==> config.mk <==
export PLATFORM = sky130hd
export DESIGN_NAME = mem_req_arbiter
export DESIGN_NICKNAME = d
export VERILOG_FILES = /design/src/rtl/mem_req_arbiter.sv
export SDC_FILE = /design/constraint.sdc
export NUM_CORES = 1
export LEC_CHECK = 0
export BUFFER_PORTS_ARGS = -buffer_cell sky130_fd_sc_hd__buf_2
export CORE_AREA = 2 2 110 112
export CTS_CLUSTER_SIZE = 25
export DETAILED_ROUTE_END_ITERATION = 10
export DIE_AREA = 0 0 112 114
export PLACE_DENSITY_LB_ADDON = 0.08
export SETUP_SLACK_MARGIN = 0.05
export SLEW_MARGIN = 25
export SYNTH_ARGS = -nofsm -noshare
export SYNTH_HDL_FRONTEND = slang
export SYNTH_SLANG_ARGS = --single-unit
==> constraint.sdc <==
create_clock -name clk -period 2.4 [get_ports clk]
set_clock_uncertainty 0.1 [all_clocks]
set_input_delay 0.12 -clock clk [delete_from_list [all_inputs] [get_ports clk]]
set_output_delay 0.12 -clock clk [all_outputs]
set_load 0.01 [all_outputs]
==> src/rtl/mem_req_arbiter.sv <==
// mem_req_arbiter: merges a fetch-side read port and a load/store port onto
// one sram-like memory port. Requests are granted combinationally; a grant
// that stalls on m_addr_ok is locked until its handshake. Owners of accepted
// requests are queued in order so responses are routed back to the right side.
//
// Build option: define ARB_ROUND_ROBIN_EN to resolve simultaneous requests
// toward the port not granted at the last handshake; otherwise data wins.
module mem_req_arbiter #(
  parameter int OQ_DEPTH = 2
) (
  input  logic        clk,
  input  logic        resetn,
  // fetch side
  input  logic        inst_req,
  input  logic [31:0] inst_addr,
  input  logic [1:0]  inst_size,
  output logic        inst_addr_ok,
  output logic        inst_data_ok,
  output logic [31:0] inst_rdata,
  // load/store side
  input  logic        data_req,
  input  logic        data_wr,
  input  logic [3:0]  data_wen,
  input  logic [1:0]  data_size,
  input  logic [31:0] data_addr,
  input  logic [31:0] data_wdata,
  output logic        data_addr_ok,
  output logic        data_data_ok,
  output logic [31:0] data_rdata,
  // shared memory port
  output logic        m_req,
  output logic        m_wr,
  output logic [3:0]  m_wen,
  output logic [1:0]  m_size,
  output logic [31:0] m_addr,
  output logic [31:0] m_wdata,
  input  logic        m_addr_ok,
  input  logic        m_data_ok,
  input  logic [31:0] m_rdata,
  // diagnostics
  output logic        err_orphan
);

  localparam int PW = $clog2(OQ_DEPTH);
  localparam int CW = $clog2(OQ_DEPTH) + 1;
  localparam logic [CW-1:0] FULL_COUNT = CW'(OQ_DEPTH);

  typedef enum logic { OWN_INST = 1'b0, OWN_DATA = 1'b1 } owner_e;
  typedef enum logic { ARB_IDLE = 1'b0, ARB_LOCKED = 1'b1 } arb_state_e;

  arb_state_e      state_q, state_d;
  owner_e          lock_owner_q, lock_owner_d;
  owner_e          grant;
  owner_e          head_owner;
  owner_e          owner_mem [OQ_DEPTH];
  logic [PW-1:0]   wr_ptr_q, rd_ptr_q;
  logic [CW-1:0]   count_q;
  logic            err_orphan_q;
  logic            fifo_full, fifo_empty;
  logic            handshake, pop;
`ifdef ARB_ROUND_ROBIN_EN
  owner_e          last_grant_q;
`endif

  assign fifo_full  = (count_q == FULL_COUNT);
  assign fifo_empty = (count_q == '0);
  assign head_owner = owner_mem[rd_ptr_q];

  // Request out is suppressed whenever the owner queue is full, even if a
  // response drains an entry in the same cycle.
  assign m_req     = (inst_req | data_req | (state_q == ARB_LOCKED)) & ~fifo_full;
  assign handshake = m_req & m_addr_ok;
  assign pop       = m_data_ok & ~fifo_empty;

  // Grant selection: a locked grant is held, otherwise resolve by request mix.
  always_comb begin
    // NOTE: every always_comb output gets a default first so no path leaves it unassigned (no latch).
    grant = OWN_INST;
    if (state_q == ARB_LOCKED) begin
      grant = lock_owner_q;
    end else if (inst_req && data_req) begin
`ifdef ARB_ROUND_ROBIN_EN
      grant = (last_grant_q == OWN_DATA) ? OWN_INST : OWN_DATA;
`else
      grant = OWN_DATA;
`endif
    end else if (data_req) begin
      grant = OWN_DATA;
    end
  end

  // Lock next-state: enter on a stalled request, leave on handshake.
  always_comb begin
    state_d      = state_q;
    lock_owner_d = lock_owner_q;
    if (m_req) begin
      if (m_addr_ok) begin
        state_d = ARB_IDLE;
      end else begin
        state_d      = ARB_LOCKED;
        lock_owner_d = grant;
      end
    end
  end

  // Lock state register.
  always_ff @(posedge clk) begin
    // NOTE: sequential state uses non-blocking assignments so all flops update together at the edge.
    if (!resetn) begin
      state_q      <= ARB_IDLE;
      lock_owner_q <= OWN_INST;
    end else begin
      state_q      <= state_d;
      lock_owner_q <= lock_owner_d;
    end
  end

  // Request mux onto the shared port and address-phase acknowledgements.
  always_comb begin
    m_wr         = 1'b0;
    m_wen        = 4'b0000;
    m_size       = inst_size;
    m_addr       = inst_addr;
    m_wdata      = 32'h0;
    inst_addr_ok = 1'b0;
    data_addr_ok = 1'b0;
    if (grant == OWN_DATA) begin
      m_wr         = data_wr;
      m_wen        = data_wen;
      m_size       = data_size;
      m_addr       = data_addr;
      m_wdata      = data_wdata;
      data_addr_ok = handshake;
    end else begin
      inst_addr_ok = handshake;
    end
  end

  // Response routing: the queue head decides which side sees data_ok.
  assign inst_data_ok = pop & (head_owner == OWN_INST);
  assign data_data_ok = pop & (head_owner == OWN_DATA);
  assign inst_rdata   = m_rdata;
  assign data_rdata   = m_rdata;
  assign err_orphan   = err_orphan_q;

  // Owner queue pointers, occupancy and the sticky orphan flag.
  always_ff @(posedge clk) begin
    if (!resetn) begin
      wr_ptr_q     <= '0;
      rd_ptr_q     <= '0;
      count_q      <= '0;
      err_orphan_q <= 1'b0;
    end else begin
      if (handshake) wr_ptr_q <= wr_ptr_q + PW'(1);
      if (pop)       rd_ptr_q <= rd_ptr_q + PW'(1);
      unique case ({handshake, pop})
        2'b10:   count_q <= count_q + CW'(1);
        2'b01:   count_q <= count_q - CW'(1);
        default: count_q <= count_q;
      endcase
      if (m_data_ok && fifo_empty) err_orphan_q <= 1'b1;
    end
  end

  // Owner queue storage.
  always_ff @(posedge clk) begin
    // NOTE: storage is not reset; entries are only read while count_q says they are valid.
    if (handshake) owner_mem[wr_ptr_q] <= grant;
  end

`ifdef ARB_ROUND_ROBIN_EN
  // Last-granted port, updated only when a request is actually accepted.
  always_ff @(posedge clk) begin
    if (!resetn) begin
      last_grant_q <= OWN_INST;
    end else if (handshake) begin
      last_grant_q <= grant;
    end
  end
`endif

endmodule

==> impl_metrics.yaml <==
drt:
  ant_nets: 0
  finalWirelength_mm: 6.629
  drc: 0
  via_per_inst: 3.498
  num_vias: 1847
  wl_per_cell_um: 12.55
  drtIter0Drc: 28
  dr.pass1.iters: 4
clock_tree:
  cts_max_level: 1
  clk_pin_slew_worst_paths_ps: 40
  post_cts.repair.setup_buffers: 0
  cts_sinks: 10
  clock_latency_ps: 230
  ctsLongestPathBuffers: 2
  root_buffer: "clkbuf_16"
  cts.repair.resized: 0
  cts_buffers: 3
  cts_tree: "built"
  hold_buffers: 0
grt:
  antenna_found_initial: 1
  grt_pass1_wl_mm: 9.163
  grt_pass1_vias: 1603
  grt_max_degree: 76
  grtUsageTotal: 0.09083
  gr-total-overflow: 0
critical_path:
  critPathLaunchType: "flip-flop"
  worst-setup-path-type: "flip-flop to flip-flop"
  cp-end-kind: "flip-flop"
  crit_arrival_ps: 2100
  worst-path-max-fanout: 6
  rrSetupSlack_ps: 360
  reg2reg_to: "count_q[1]"
  r2r-start: "count_q[0]"
  worst_ep_required_time_ps: 2460
  worstRegToRegCells: 5
logic_synthesis:
  ys.flop_type: "dfxtp_1"
  syn_area_per_cell_um2: 6.232
  synth_top_area_share: 0.3240
  synth_nets: 408
  synth_most_common_cell: "nand2_1"
  synth.distinct_cells: 22
  async_reset_ff_frac: 0
  synth_edf_count: 2
  synth_cells: 264
  yosys_warnings: 0
  synth_top_cells_by_count: "107 x nand2_1, 71 x buf_4, 40 x and2_1"
  yosys_register_bits: 10
  synth_area_leaders: "buf_4 32%, nand2_1 24%, and2_1 15%"
  seq_area_frac_synth: 0.1338
  synth.largest_area_cell: "buf_4"
  netlist_area_um2: 1645
placed_design:
  pre_cts_slack_ps: 348.2
  gp_congestion: 0.7205
  place_area_um2: 2220
  dp_hpwl_mm: 5.603
  io_buffers: 187
timing:
  maxSlewHeadroom: 0.5766
  hold_viol: 0
  rsz0062_at_grt: "no"
  fin_crit_sh: 0.8512
  worst_slack_ps: 357.2
  slew_viol_final: 0
  period_needed_ps: 2043
  fmax_ghz: 0.4895
  worst_slew_pin_slew_ps: 635.0
  setup_viol: 0
  setup_tns_ps: 0
power:
  ir_worst_vdd_uv: 626.3
  p_switching_uw: 479.7
  p_int_uw: 758.9
  clock_power_share: 0.240
  p_leak_uw: 0.001419
  power.share.switching: 0.3873
  power_density_nw_per_um2: 538.3
  combPwrFrac: 0.557
  seqPwrFrac: 0.202
  power_uw: 1239
layout:
  fin_nets: 525
  stdcell_area_um2: 2301
  n_fill_cell: 1426
  area_growth_pct: 39.85
  drive_gt1_frac: 0.5158
  finish.utilization: 0.1965
die:
  dieArea_um2: 12770
  die_height_um: 114
  start_util: 0.1405
  die_x_um: 112
  rows: 40
  core_um2: 11710
  ioPinCount: 284
hold_path:
  hp-class: "primary input to flip-flop"
  min_to: "err_orphan"
  hp-start: "m_data_ok"
  worstHoldPathCells: 3
status:
  status: "completed"
run:
  maxCapViolations: 0
## stage by stage
stage | instances | hold WS [ps]
4_1_cts | 527 | 53.90
5_1_grt | 527 | 96.33
3_5_place_dp | 523 | 140.1
6_report | 528 | 47.66
3_3_place_gp | 523 | 140.1
2_1_floorplan | 264 | 182.8
## cells by family (layout without fill, tap and decap cells)
logic type | count (synthesis) | in the layout | share of synthesized area
AOI/OAI and AO/OA | 5 | 5 | 0.01825
and+or+nand+nor | 161 | 161 | 0.4434
adders and majority gates | 1 | 1 | 0.007603
muxes | 4 | 4 | 0.03194
buffers and inverters | 80 | 196 | 0.3490
DFF | 10 | 10 | 0.1338
xor gates and xnor gates | 3 | 3 | 0.01597
other | 0 | 1 | 0
## cells in the final DEF (no fill, tap or decap), types with 2 or more instances in the layout
master and n:
buf_2 187, nand2_1 107, and2_1 40, dfxtp_1 8, nor2_1 7, nor2b_1 3, mux2i_1 3, xnor2_1 3
clkbuf_16 3, o21ai_0 2, inv_1 2, a21boi_0 2, edfxtp_1 2, buf_4 2
## per-layer routing
layer	part of all wire	track usage	wire [µm]	up-vias
li1	-	-	-	966
met1	0.36	0.09714	2381	743
met2	0.50	0.1644	3346	121
met3	0.11	0.04145	759	17
met4	0.021	0.02114	142	0
met5	0	0	0	-
## worst max-delay path by stage
| stage | end | cells after the start | from | slack, ps |
|---|---|---|---|---|
| final | count_q[1] | 5 | count_q[0] | 360 |
| after global routing | count_q[1] | 5 | count_q[0] | 230 |
| after CTS | count_q[1] | 5 | count_q[0] | 350 |
| after detailed placement | count_q[1] | 5 | count_q[0] | 350 |
| after global placement | count_q[1] | 5 | count_q[0] | 410 |
| after floorplan | count_q[1] | 6 | state_q | 470 |
## sequential cells by signal, summed over array words and instances, names as in the netlist, named ones only
register / count
rd_ptr_q: 1
count_q: 2
wr_ptr_q: 1
lock_owner_q: 1
owner_mem: 2
state_q: 1
err_orphan: 1
## critical path: stages, from the launching register on
cell and delay [ps]:
dfxtp_1 410, nor2b_1 110, or3b_1 480, ha_1 360, or3_1 350, a21boi_0 160
## power by group through the flow
stage / combinational (µW) / sequential, µW / clock [µW]
after CTS: 711 / 251 / 308
final: 690 / 251 / 298
after global routing: 771 / 257 / 317
after global placement: 709 / 255 / 0
after detailed placement: 709 / 254 / 0
after floorplan: 525 / 250 / 0
## final cells by class
| type | instances | area, µm² | share of cell area |
|---|---|---|---|
| timing repair buffer | 189 | 950.9 | 0.4133 |
| sequential | 10 | 220.2 | 0.09570 |
| clock buffer | 3 | 75.07 | 0.03263 |
| clock inverter | 1 | 3.754 | 0.001631 |
| tap | 147 | 183.9 | 0.07993 |
| multi-input combinational | 174 | 850.8 | 0.3698 |
| antenna | 1 | 2.502 | 0.001088 |
| inverter | 3 | 13.76 | 0.005982 |
Power figures use the tool's default switching activity.
